## config.mk

```make
export PLATFORM = sky130hd
export DESIGN_NAME = nerv_mem_arbiter_flat
export DESIGN_NICKNAME = d
export VERILOG_FILES = /design/src/rtl/nerv_mem_arbiter_pkg.sv /design/src/rtl/nerv_mem_arbiter_if.sv /design/src/rtl/nerv_mem_arbiter.sv /design/src/flat_wrapper.sv
export SDC_FILE = /design/constraint.sdc
export NUM_CORES = 1
export LEC_CHECK = 0
export BUFFER_PORTS_ARGS = -buffer_cell sky130_fd_sc_hd__buf_4
export CORE_MARGIN = 1.5
export CORE_UTILIZATION = 40
export CTS_CLUSTER_DIAMETER = 150
export DETAILED_ROUTE_END_ITERATION = 12
export PLACE_DENSITY_LB_ADDON = 0.08
export SYNTH_ARGS = -nofsm -noshare
export SYNTH_HDL_FRONTEND = slang
export SYNTH_SLANG_ARGS = --single-unit
```

## constraint.sdc

```tcl
create_clock -name clock -period 6.1 [get_ports clock]
set_clock_uncertainty 0.2 [all_clocks]
set_input_delay 0.305 -clock clock [delete_from_list [all_inputs] [get_ports clock]]
set_output_delay 0.305 -clock clock [all_outputs]
set_load 0.02 [all_outputs]
```

## src/rtl/nerv_mem_arbiter_pkg.sv

```systemverilog
// Shared types for the nerv instruction/data memory arbiter.
// Holds the FSM encoding and the captured data request bundle.
package nerv_mem_pkg;

  typedef enum logic [1:0] {
    IDLE,
    DREQ,
    IREQ,
    IRSP
  } state_t;

  localparam logic [31:0] NERV_NOP = 32'h0000_0013;

  typedef struct packed {
    logic [31:0] addr;
    logic [3:0]  wstrb;
    logic [31:0] wdata;
  } mreq_t;

endpackage

```

## src/rtl/nerv_mem_arbiter_if.sv

```systemverilog
// Single-port memory bus: valid/ready request, 1-cycle read data.
// The arbiter is the master, the memory is the slave.
interface nerv_mem_if;

  logic        mem_valid;
  logic        mem_ready;
  logic [31:0] mem_addr;
  logic [3:0]  mem_wstrb;
  logic [31:0] mem_wdata;
  logic [31:0] mem_rdata;

  modport master (
    output mem_valid,
    output mem_addr,
    output mem_wstrb,
    output mem_wdata,
    input  mem_ready,
    input  mem_rdata
  );

  modport slave (
    input  mem_valid,
    input  mem_addr,
    input  mem_wstrb,
    input  mem_wdata,
    output mem_ready,
    output mem_rdata
  );

endinterface

```

## src/rtl/nerv_mem_arbiter.sv

```systemverilog
// Serialises each nerv core step into an optional data access
// followed by the instruction fetch on one shared memory port.
module nerv_mem_arbiter
  import nerv_mem_pkg::*;
#(
  parameter logic [31:0] RESET_INSN = NERV_NOP
) (
  input  logic        clock,
  input  logic        reset,
  input  logic        ext_stall,
  output logic        core_stall,
  input  logic [31:0] imem_addr,
  output logic [31:0] imem_data,
  input  logic        dmem_valid,
  input  logic [31:0] dmem_addr,
  input  logic [3:0]  dmem_wstrb,
  input  logic [31:0] dmem_wdata,
  output logic [31:0] dmem_rdata,
  nerv_mem_if.master  mem
);

  state_t      state;
  mreq_t       dreq;
  logic [31:0] iaddr;
  logic        rd_cap;
  logic        accept;

  assign accept = mem.mem_valid && mem.mem_ready;

  assign core_stall = (state != IDLE) || ext_stall;

  assign mem.mem_valid = !reset &&
    ((state == DREQ) || (state == IREQ));

  assign mem.mem_addr  = (state == DREQ) ? dreq.addr : iaddr;
  assign mem.mem_wstrb = (state == DREQ) ? dreq.wstrb : 4'h0;
  assign mem.mem_wdata = (state == DREQ) ? dreq.wdata : 32'h0;

  // rd_cap marks the single cycle where load data sits on mem_rdata
  always_ff @(posedge clock) begin
    if (reset) begin
      state      <= IDLE;
      imem_data  <= RESET_INSN;
      dmem_rdata <= 32'h0;
      rd_cap     <= 1'b0;
    end else begin
      unique case (state)
        IDLE: begin
          if (!ext_stall) begin
            iaddr <= imem_addr;
            dreq  <= '{addr:  dmem_addr,
                       wstrb: dmem_wstrb,
                       wdata: dmem_wdata};
            state <= dmem_valid ? DREQ : IREQ;
          end
        end
        DREQ: begin
          if (accept) begin
            rd_cap <= (dreq.wstrb == 4'h0);
            state  <= IREQ;
          end
        end
        IREQ: begin
          if (rd_cap) dmem_rdata <= mem.mem_rdata;
          rd_cap <= 1'b0;
          if (accept) state <= IRSP;
        end
        IRSP: begin
          imem_data <= mem.mem_rdata;
          state     <= IDLE;
        end
        default: state <= IDLE;
      endcase
    end
  end

endmodule

```

## src/flat_wrapper.sv

```systemverilog
// flat-port wrapper written by rule: the top's interface ports become plain ports
module nerv_mem_arbiter_flat import nerv_mem_pkg::*;
#(
  parameter logic [31:0] RESET_INSN = NERV_NOP
)
  (clock, reset, ext_stall, core_stall, imem_addr, imem_data, dmem_valid, dmem_addr, dmem_wstrb, dmem_wdata, dmem_rdata, mem_mem_valid, mem_mem_addr, mem_mem_wstrb, mem_mem_wdata, mem_mem_ready, mem_mem_rdata);
  nerv_mem_if mem_i ();
  input  logic clock;
  input  logic reset;
  input  logic ext_stall;
  output logic core_stall;
  input  logic [31:0] imem_addr;
  output logic [31:0] imem_data;
  input  logic dmem_valid;
  input  logic [31:0] dmem_addr;
  input  logic [3:0] dmem_wstrb;
  input  logic [31:0] dmem_wdata;
  output logic [31:0] dmem_rdata;
  output wire logic [$bits(mem_i.mem_valid)-1:0] mem_mem_valid;
  output wire logic [$bits(mem_i.mem_addr)-1:0] mem_mem_addr;
  output wire logic [$bits(mem_i.mem_wstrb)-1:0] mem_mem_wstrb;
  output wire logic [$bits(mem_i.mem_wdata)-1:0] mem_mem_wdata;
  input wire logic [$bits(mem_i.mem_ready)-1:0] mem_mem_ready;
  input wire logic [$bits(mem_i.mem_rdata)-1:0] mem_mem_rdata;
  assign mem_mem_valid = mem_i.mem_valid;
  assign mem_mem_addr = mem_i.mem_addr;
  assign mem_mem_wstrb = mem_i.mem_wstrb;
  assign mem_mem_wdata = mem_i.mem_wdata;
  assign mem_i.mem_ready = mem_mem_ready;
  assign mem_i.mem_rdata = mem_mem_rdata;
  nerv_mem_arbiter #(.RESET_INSN(RESET_INSN)) u_core (.clock(clock), .reset(reset), .ext_stall(ext_stall), .core_stall(core_stall), .imem_addr(imem_addr), .imem_data(imem_data), .dmem_valid(dmem_valid), .dmem_addr(dmem_addr), .dmem_wstrb(dmem_wstrb), .dmem_wdata(dmem_wdata), .dmem_rdata(dmem_rdata), .mem(mem_i));
endmodule
```

* Word-level counts from Yosys, hierarchy flattened *
Index checks and enable logic that the tools add are counted.

word-level totals
  register bits = 167
  bits of input ports = 137
  output and inout port bits = 134
  logic and storage cells = 39

cells by class
  equality and inequality tests = 6
  mux-type cells = 10
  bitwise logic cells = 2
  reduce and logical (&&, ||, !) cells = 13

operators by type and width
  operator                                        count
  two-way mux 32 bit                              2
  two-way mux 2 bit                               4
  one-hot mux 2 bit (4 select lines)              1
  AND reduction 3 bit                             2
  == test 2 bit (second input constant)           2
  logical NOT 4 bit                               1
  two-way mux 4 bit                               1
  != test 2 x 1 -> 1 bit (second input constant)  2
  AND reduction 2 bit                             2
  nonzero test 2 bit                              2
  == test 2 x 1 -> 1 bit (second input constant)  1
  logical AND 1 bit                               2
  logical NOT 2 bit                               1
  logical OR 1 bit                                2
  != test 2 bit (second input constant)           1
  inverter 1 bit                                  2
  one-hot mux 1 bit (2 select lines)              1
  logical NOT 1 bit                               1
  two-way mux 1 bit                               1

* Logic depth before layout (Yosys ltp) *
Gate-level depths: netlist (run 1).

  word-level depth = 6
  gate-level depth with buffers = 7
  mapped depth without buffers = 5

* Worst setup path before layout (run 1) *
Ideal clock, no wire load.

  path type = register to register
  from = register u_core.state[0]
  to = register u_core.dreq[0] (netlist bit), enable pin
  library setup time = 0.560 ns
  arrival time = 4.957 ns
  data required time = 5.340 ns
  path slack = 0.383 ns
  stages on the path, launching flop included = 5
  buffers on the path = 0
  clock period less this slack = 5.717 ns
  cells stage by stage = dfxtp_1 inv_1 ha_1 nand2b_1 nor2_1

on the way
  longest elaborated chain between the ends = 2

ends and longest elaborated chain
  what                           RTL line                RTL
  start, declared                nerv_mem_arbiter.sv:22  state_t state;
  start signal, assigned         nerv_mem_arbiter.sv:54  state <= dmem_valid ? DREQ : IREQ;
  logical NOT 2 bit              nerv_mem_arbiter.sv:47  unique case (state)
  AND reduction 3 bit (no line)  n/a
  end signal, assigned           nerv_mem_arbiter.sv:51  dreq <= '{addr: dmem_addr,
  end, declared                  nerv_mem_arbiter.sv:23  mreq_t dreq;

Every way passes these cells.
A chain may end at the register's enable or synchronous reset.

* Final worst setup path (run 1) *
  from = register u_core.state[0]
  to = register u_core.dreq[19] (netlist bit), enable pin

The elaborated chain is that of the path after synthesis.

==> flow_metrics.env, run 1 <==
export IMPL_ys_seq_area_frac=0.7074
export IMPL_finalSetupViolCount=0
export IMPL_slew_viol_final=0
export IMPL_yosysUniqueCellTypes=22
export IMPL_die_height_um=126.9
export IMPL_antenna_cells=0
export IMPL_clock_sinks=167
export IMPL_finalNetCount=992
export IMPL_area_growth_pct=66.14
export IMPL_cts_resized=0
export IMPL_io_pin_count=271
export IMPL_die_area_sq_mm=0.01610
export IMPL_wl_per_cell_um=15.32
export IMPL_worstPathCellList="inv_1, ha_1, nand2b_1, nor2_4, buf_4"
export IMPL_grt_first_pass_wirelength_mm=24.90
export IMPL_grt_max_degree=79
export IMPL_post_cts_buffers=0
export IMPL_syn_instance_count=452
export IMPL_worstPathRequired_ps=5930
export IMPL_hold_viol_final=0
export IMPL_min_period_ps=2797
export IMPL_grtUsageTotal=0.2014
export IMPL_synthesis_nets=594
export IMPL_cpMaxStageDelayCell="buf_4"
export IMPL_final_cells=1051
export IMPL_chipWidth_um=126.9
export IMPL_cts_tree="yes"
export IMPL_hp_class="input pin to flop"
export IMPL_vias=4797
export IMPL_outcome="finished clean"
export IMPL_finalCoreUtilization=0.6761
export IMPL_slew_headroom=0.2158
export IMPL_cts_buffers=17
export IMPL_cts_htree_levels=4
export IMPL_grt_pass1_vias=5033
export IMPL_fp_coreArea_sq_mm=0.01509
export IMPL_initial_core_util=0.4070
export IMPL_cp_top_family="buffers and inverters"
export IMPL_rsz0062_at_grt="no"
export IMPL_clk_latency_ps=410
export IMPL_crit_fanout=78
export IMPL_critPathArrivalTime_ps=2630
export IMPL_crit_path_start_kind="flop"
export IMPL_placed_cells=886
export IMPL_via_per_inst=4.564
export IMPL_synth_area_sq_mm=0.006141
export IMPL_worst_pin_slew_ps=1174
export IMPL_synth_seq_cells=167
export IMPL_cap_violations=0
export IMPL_fin_setup_tns_ps=0
export IMPL_grt_ovfl_total=0
export IMPL_drt_iter0_drc=245
export IMPL_detailed_place_hpwl_mm=10.22
export IMPL_fill_cells=1122
export IMPL_power_uw=3314
export IMPL_row_count=45
export IMPL_root_buffer="clkbuf_16"
export IMPL_critPathKind="flop to flop"
export IMPL_first_pass_iters=4
export IMPL_multi_input_area_sq_mm=0.001657
export IMPL_antenna_found_initial=0
export IMPL_portBuffers=270
export IMPL_ant_nets=0
export IMPL_final_seq_area_sq_mm=0.004344
export IMPL_p_leak_uw=0.004183
export IMPL_ys_warn_count=0
export IMPL_crit_path_end_kind="flop"
export IMPL_power_density_mw_per_mm2=324.8
export IMPL_fmaxAchievable_mhz=357.5
export IMPL_clockBufferDepth=2
export IMPL_drc_errors=0
export IMPL_layout_drive_gt1_share=0.3940
export IMPL_clkSlewWorstSetupHoldPaths_ps=60
export IMPL_period_share=0.4585
export IMPL_wl_mm=16.10
export IMPL_slowest_delay_ps=870
export IMPL_max_vdd_ir_drop_uv=173.4
export IMPL_postSynthAreaPerCell_sq_um=13.59
export IMPL_finalWeightedCongestion=0.7564
export IMPL_crit_buf_inv=2
per-stage QoR:
| stage | setup slack, ps | hold WS [ps] | instance area, sq um |
|---|---|---|---|
| finish | 3303 | 67.33 | 10200 |
| global route | 3108 | 59.82 | 10200 |
| CTS | 3301 | 39.33 | 10200 |
| detailed placement | 3315 | 247.4 | 8293 |
| global placement | 3371 | 243.9 | 8293 |
| floorplan | 383.1 | 203.9 | 6141 |
synthesized netlist by cell type:
library cell	count	share of area
a211o_1	4	0.0057
a21oi_1	32	0.026
and2_1	37	0.038
and3b_1	1	0.0014
buf_1	3	0.0018
buf_2	11	0.0090
buf_4	6	0.0073
buf_6	1	0.0018
clkbuf_1	6	0.0037
dfxtp_1	67	0.22
edfxtp_1	100	0.49
ha_1	5	0.010
inv_1	2	0.0012
mux2_2	32	0.059
mux2_4	1	0.0024
mux2i_1	33	0.054
nand2_1	67	0.041
nand2b_1	3	0.0031
nor2_1	35	0.021
nor2b_1	4	0.0041
nor3_1	1	0.00081
o21ai_2	1	0.0014
tightest hold or removal path, cell delays in order:
cell	delay (ps)
buf_4	80
nand2_1	60
o21ai_2	90
mux2i_1	90
layout make-up:
class / instances / area share
clock buffers: 26 / 0.05323
clock inverters: 6 / 0.003434
inverters: 2 / 0.0007358
multi-input cells: 256 / 0.1624
flip-flops and latches: 167 / 0.4258
well taps: 188 / 0.02306
repair buffers: 406 / 0.3314
repair_timing:
| item | 4_1_cts | 5_1_grt |
|---|---|---|
| hold buffers | 133 | 0 |
| endpoints found under the hold margin | 165 | 0 |
| setup endpoints to repair | 0 | 0 |
routing by layer:
metal / wire (um) / GRT usage / up-vias / share of wire
met5: 0 / 0 / - / 0
met4: 356 / 0.08690 / 0 / 0.022
met3: 1148 / 0.06495 / 22 / 0.071
met2: 8136 / 0.3472 / 175 / 0.51
met1: 6457 / 0.2299 / 2243 / 0.40
li1: - / - / 2357 / -
kinds of logic (layout without fill, tap and decap cells):
logic type      after synthesis  after routing  synth area share
fa+ha+maj                     5              5           0.01019
mux                          66             66            0.1149
compound gates               37             37           0.03321
buf+inv                      29            440           0.02486
simple gates                148            148            0.1094
flops                       167            167            0.7074
power by group:
group          total [uW]  switching, uW  internal (uW)
registers            1360           33.0           1330
clock network        1030            413            613
logic                 924            485            439
registers in the layout (all words and copies together), names as in the netlist:
name / flops
u_core.state: 2
u_core.dmem_rdata: 32
u_core.iaddr: 32
u_core.dreq: 68
u_core.rd_cap: 1
u_core.imem_data: 32
placed cells by master (no fill, tap or decap), types with 3 or more instances in the layout:
cell / count
a211o_1: 4
nand2b_1: 3
a21oi_1: 32
and2_1: 37
clkbuf_16: 19
nand2_1: 67
dfxtp_1: 67
nor2b_1: 4
nor2_1: 34
clkbuf_8: 4
ha_1: 3
mux2_2: 32
dlygate4sd3_1: 133
clkinv_2: 4
edfxtp_1: 100
buf_4: 273
mux2i_1: 33
final timing paths:
check,start,to,slack [ps],depth (start not counted)
max reg2reg,u_core.state[0]$_SDFFE_PP0P_,u_core.dreq[19]$_DFFE_PP_,3300,5
min reg2reg,u_core.dmem_rdata[18]$_SDFFE_PP0P_,u_core.dmem_rdata[18]$_SDFFE_PP0P_,250,2
max,u_core.state[0]$_SDFFE_PP0P_,u_core.dreq[19]$_DFFE_PP_,3300,5
min,ext_stall,u_core.state[1]$_SDFFE_PP0P_,70,4
No activity file was read; power rests on OpenSTA's default activity.
==> run 2: changes to the inputs <==
- ABC_AREA: not set -> 1
- clock period: 6.1 -> 2.8 ns (I/O delays scaled with it)
==> flow_metrics.env, run 2 <==
export IMPL_outcome="finished clean"
export IMPL_die_height_um=128.3
export IMPL_wl_mm=17.81
export IMPL_cap_violations=0
export IMPL_synth_commonest_cells="nand2_1 (149), nor2_1 (128), edfxtp_1 (100), dfxtp_1 (67), inv_1 (45)"
export IMPL_final_common_cell="buf_4"
export IMPL_power_density_mw_per_mm2=766.5
export IMPL_worstPathRequired_ps=2460
export IMPL_drc_errors=0
export IMPL_synth_async_reset_ratio=0
export IMPL_hold_slack_ps=228.2
export IMPL_max_vdd_ir_drop_uv=451.4
export IMPL_slew_viol_final=0
export IMPL_synthesis_nets=746
export IMPL_cts_buffers=17
export IMPL_reg2reg_slack_ps=390
export IMPL_finalSetupViolCount=0
export IMPL_grt_max_degree=70
export IMPL_fmaxAchievable_mhz=392.6
export IMPL_synth_seq_cells=167
export IMPL_grt_ovfl_total=0
export IMPL_layout_drive_gt1_share=0.3138
export IMPL_portBuffers=270
export IMPL_hold_viol_final=0
export IMPL_initial_core_util=0.4119
export IMPL_cts_htree_levels=4
export IMPL_rsz0062_at_grt="no"
export IMPL_worst_pin_slew_ps=1109
export IMPL_period_share=0.9096
export IMPL_yosysTopAreaCell="edfxtp_1"
export IMPL_first_pass_iters=4
export IMPL_hp_class="input pin to flop"
export IMPL_synth_ff_type="edfxtp_1"
export IMPL_postSynthAreaPerCell_sq_um=10.41
export IMPL_clk_latency_ps=420
export IMPL_final_cell_mix="buf_4 (275), nand2_1 (148), dlygate4sd3_1 (142)"
export IMPL_finalNetCount=1153
export IMPL_clockBufferDepth=2
export IMPL_ant_nets=0
export IMPL_antenna_found_initial=0
export IMPL_finalCoreUtilization=0.6826
export IMPL_synth_most_common_cell="nand2_1"
export IMPL_yosysUniqueCellTypes=25
export IMPL_antenna_cells=0
export IMPL_ys_warn_count=0
export IMPL_row_count=45
export IMPL_design_area_sq_mm=0.01042
export IMPL_min_period_ps=2547
export IMPL_synth_edf_count=100
export IMPL_chipWidth_um=128.3
export IMPL_crit_path_start_kind="flop"
export IMPL_postPlaceCellArea_sq_mm=0.008412
export IMPL_ys_top_cells_by_area="edfxtp_1 (48%), dfxtp_1 (21%), nand2_1 (8.9%)"
export IMPL_synth_area_sq_mm=0.006285
export IMPL_fp_coreArea_sq_mm=0.01526
export IMPL_grt_first_pass_wirelength_mm=27.43
export IMPL_vias=5579
export IMPL_synth_top_cell_area_share=0.4778
export IMPL_wl_per_cell_um=14.43
export IMPL_crit_fanout=48
export IMPL_cts_tree="yes"
export IMPL_critPathKind="flop to output pin"
export IMPL_slew_headroom=0.2596
export IMPL_drt_iter0_drc=226
export IMPL_clkSlewWorstSetupHoldPaths_ps=70
export IMPL_fill_cells=1153
export IMPL_die_area_sq_mm=0.01647
export IMPL_syn_instance_count=604
export IMPL_root_buffer="clkbuf_16"
export IMPL_finalWeightedCongestion=0.7818
export IMPL_via_per_inst=4.521
export IMPL_ys_seq_area_frac=0.6912
export IMPL_clock_sinks=167
export IMPL_grt_pass1_vias=5572
export IMPL_grtUsageTotal=0.2174
export IMPL_io_pin_count=271
export IMPL_crit_path_end_kind="output pin"
export IMPL_top_register="u_core.dreq"
export IMPL_area_growth_pct=65.72
export IMPL_detailed_place_hpwl_mm=10.93
export IMPL_critPathArrivalTime_ps=2210
export IMPL_fin_setup_tns_ps=0
export IMPL_p_leak_uw=0.004906
export IMPL_largest_reg_flops=68
## run 2: cell types whose count changed after synthesis, sizes merged, moves of 4 or more
| cell | delta |
|---|---|
| nor2 | +94 |
| and2 | -37 |
| inv | +46 |
| nand3 | +6 |
| mux2i | -33 |
| a21oi | -29 |
| buf | +6 |
| a211o | -4 |
| nor2b | -4 |
| o21ai | +61 |
| nand2 | +84 |
| mux2 | -33 |
## run 2: stage by stage
stage,std cells,power (uW),setup WS [ps]
floorplan,604,4549,13.50
global placement,1061,5508,739.9
detailed placement,1061,5553,679.8
CTS,1234,8013,157.4
global route,1234,8383,62.01
finish,1234,7983,253.0
## run 2: what timing repair did
action	CTS	global route
endpoints found under the setup margin	0	1
endpoints found under the hold margin	167	0
buffers inserted	0	0
hold buffers	142	0
gates resized for setup	0	2
## run 2: path summary, 6_finish.rpt
check	endpoint	cells after the start	startpoint
min reg2reg	u_core.imem_data[4]$_SDFFE_PP1N_	2	u_core.imem_data[4]$_SDFFE_PP1N_
min	u_core.iaddr[13]$_DFFE_PP_	2	imem_addr[13]
max reg2reg	u_core.state[0]$_SDFFE_PP0P_	9	u_core.state[1]$_SDFFE_PP0P_
max	mem_mem_addr[28]	5	u_core.state[0]$_SDFFE_PP0P_
## run 2: power breakdown
group	internal [uW]	total [uW]	leakage, uW	switching [uW]
sequential	2980	3130	0.00147	145
clock	1350	2280	0.000299	937
combinational	1060	2570	0.00314	1510
total	5390	7980	0.00491	2590
## run 2: cell families after synthesis
logic type	Yosys count	synth area share
buffers and inverters	78	0.06829
adders and majority gates	5	0.009954
DFF	167	0.6912
AOI/OAI and AO/OA	65	0.05236
and+or+nand+nor	289	0.1782
## run 2: critical path, cell delays in order, from the launching register on
cell and delay, ps:
dfxtp_1 390, ha_2 490, buf_4 510, nand2_1 120, nand2_1 100, buf_4 140
## run 2: routing by layer
| layer | wire length (um) | vias up | global-route usage |
|---|---|---|---|
| li1 | - | 2749 | - |
| met1 | 7086 | 2571 | 0.2450 |
| met2 | 9025 | 220 | 0.3877 |
| met3 | 1167 | 39 | 0.06112 |
| met4 | 530 | 0 | 0.09187 |
| met5 | 0 | - | 0 |
## run 2: area by class of cell
class | count | area (sq um) | area share
sequential | 167 | 4344 | 0.4171
timing repair buffer | 418 | 3506 | 0.3366
multi-input combinational | 359 | 1531 | 0.1470
clock buffer | 20 | 489.2 | 0.04697
tap | 211 | 264.0 | 0.02535
inverter | 48 | 190.2 | 0.01826
clock inverter | 11 | 90.09 | 0.008650
==> run 3: changes to the inputs <==
==> constraint.sdc (replaced) <==
create_clock -name clock -period 2.8 [get_ports clock]
set_clock_uncertainty 0.2 [all_clocks]
set_input_delay 0.56 -clock clock [delete_from_list [all_inputs] [get_ports clock]]
set_output_delay 0.56 -clock clock [all_outputs]
set_load 0.02 [all_outputs]
==> flow_metrics.env, run 3 (synthesis gave the netlist of run 2 again) <==
export IMPL_outcome="finished clean"
export IMPL_worst_pin_slew_ps=565.8
export IMPL_final_cell_mix="buf_4 (276), nand2_1 (148), nor2_1 (127)"
export IMPL_finalNetCount=1013
export IMPL_p_leak_uw=0.004318
export IMPL_detailed_place_hpwl_mm=11.07
export IMPL_reg2reg_to="u_core.dreq[48]$_DFFE_PP_"
export IMPL_row_count=45
export IMPL_io_pin_count=271
export IMPL_rr_startpoint="u_core.state[1]$_SDFFE_PP0P_"
export IMPL_root_buffer="clkbuf_16"
export IMPL_cts_hold_buf=0
export IMPL_hold_viol_final=0
export IMPL_grt_ovfl_total=0
export IMPL_min_to="u_core.dreq[28]$_DFFE_PP_"
export IMPL_rsz0062_at_grt="no"
export IMPL_largest_reg_flops=68
export IMPL_crit_fanout=43
export IMPL_slew_viol_final=0
export IMPL_slowest_delay_ps=350
export IMPL_clk_latency_ps=410
export IMPL_drt_iter0_drc=262
export IMPL_cpMaxStageDelayCell="dfxtp_1"
export IMPL_hold_path_startpoint="dmem_wdata[28]"
export IMPL_clkSlewWorstSetupHoldPaths_ps=60
export IMPL_die_height_um=128.3
export IMPL_cts_buffers=17
export IMPL_first_pass_iters=4
export IMPL_grt_pass1_vias=4831
export IMPL_finalCoreUtilization=0.5927
export IMPL_cts_tree="yes"
export IMPL_cts_htree_levels=4
export IMPL_fmaxAchievable_mhz=386.1
export IMPL_critPathArrivalTime_ps=1830
export IMPL_via_per_inst=4.509
export IMPL_grt_first_pass_wirelength_mm=24.09
export IMPL_fp_coreArea_sq_mm=0.01526
export IMPL_max_vdd_ir_drop_uv=421.7
export IMPL_top_register="u_core.dreq"
export IMPL_finalWeightedCongestion=0.7535
export IMPL_power_density_mw_per_mm2=867.0
export IMPL_vias=4937
export IMPL_chipWidth_um=128.3
export IMPL_area_growth_pct=43.90
export IMPL_crit_top_cell="nand2_1"
export IMPL_crit_path_start_kind="flop"
export IMPL_min_period_ps=2590
export IMPL_grtUsageTotal=0.1905
export IMPL_critPathKind="flop to output pin"
export IMPL_initial_core_util=0.4119
export IMPL_die_area_sq_mm=0.01647
export IMPL_portBuffers=270
export IMPL_fill_cells=1339
export IMPL_hp_class="input pin to flop"
export IMPL_reg2reg_slack_ps=980
export IMPL_wl_mm=15.75
export IMPL_period_share=0.9251
export IMPL_ant_nets=0
export IMPL_worstPathCellList="inv_2, ha_2, buf_6, nand2_1, nand2_1, buf_4"
export IMPL_wl_per_cell_um=14.39
export IMPL_clock_sinks=167
export IMPL_whs_path_depth=1
export IMPL_power_uw=7841
export IMPL_cap_violations=0
export IMPL_antenna_cells=0
export IMPL_clockBufferDepth=2
export IMPL_antenna_found_initial=0
export IMPL_drc_errors=0
export IMPL_r2r_cells=5
export IMPL_layout_drive_gt1_share=0.3688
export IMPL_finalSetupViolCount=0
export IMPL_final_common_cell="buf_4"
export IMPL_slew_headroom=0.6222
export IMPL_worstPathRequired_ps=2040
export IMPL_fin_setup_tns_ps=0
export IMPL_crit_path_end_kind="output pin"
export IMPL_grt_max_degree=65
[run 3: through the flow]
step	hold WS, ps	std cells	setup WS (ps)	cell area [sq um]
floorplan	320.6	604	8.870	6305
global placement	243.2	1063	528.2	8429
detailed placement	243.5	1063	470.1	8429
CTS	96.12	1095	19.28	9037
global route	90.98	1095	65.86	9044
finish	116.7	1095	209.8	9044
[run 3: critical path: cells and delay by family (launching register included)]
kind	cells	cell delay, ps
and+or+nand+nor	2	180
adders and majority gates	1	300
DFF	1	350
buffers and inverters	3	570
[run 3: cell type report]
class	count	area [sq um]	area share
Tap cell	211	264.0	0.02919
Multi-Input combinational cell	359	1531	0.1693
Timing Repair Buffer	278	2103	0.2326
Clock buffer	23	521.8	0.05769
Inverter	48	192.7	0.02131
Sequential cell	167	4344	0.4804
Clock inverter	9	86.33	0.009546
[run 3: timing repair]
action | CTS | global route
buffers inserted | 0 | 0
setup endpoints to repair | 0 | 42
gates resized for setup | 0 | 3
[run 3: per-layer routing]
metal	track usage	up-vias	part of all wire
li1	-	2475	-
met4	0.05948	0	0.014
met1	0.2198	2253	0.40
met5	0	-	0
met3	0.07401	18	0.094
met2	0.3280	191	0.49
[run 3: report_power, final]
part / switching [uW] / leakage, uW / internal (uW)
Sequential: 134 / 0.00147 / 2980
Clock: 932 / 0.000307 / 1410
Combinational: 1460 / 0.00255 / 927
Total: 2520 / 0.00432 / 5320
[run 3: worst max path at each step]
stage	from	endpoint	slack [ps]
4_1_cts	u_core.state[1]$_SDFFE_PP0P_	mem_mem_addr[17]	20
5_1_grt	u_core.state[0]$_SDFFE_PP0P_	mem_mem_addr[23]	70
6_report	u_core.state[1]$_SDFFE_PP0P_	mem_mem_addr[23]	210
2_1_floorplan	u_core.state[1]$_SDFFE_PP0P_	u_core.dreq[0]$_DFFE_PP_	9
3_5_place_dp	u_core.state[1]$_SDFFE_PP0P_	mem_mem_addr[31]	470
3_3_place_gp	u_core.state[1]$_SDFFE_PP0P_	mem_mem_addr[22]	530
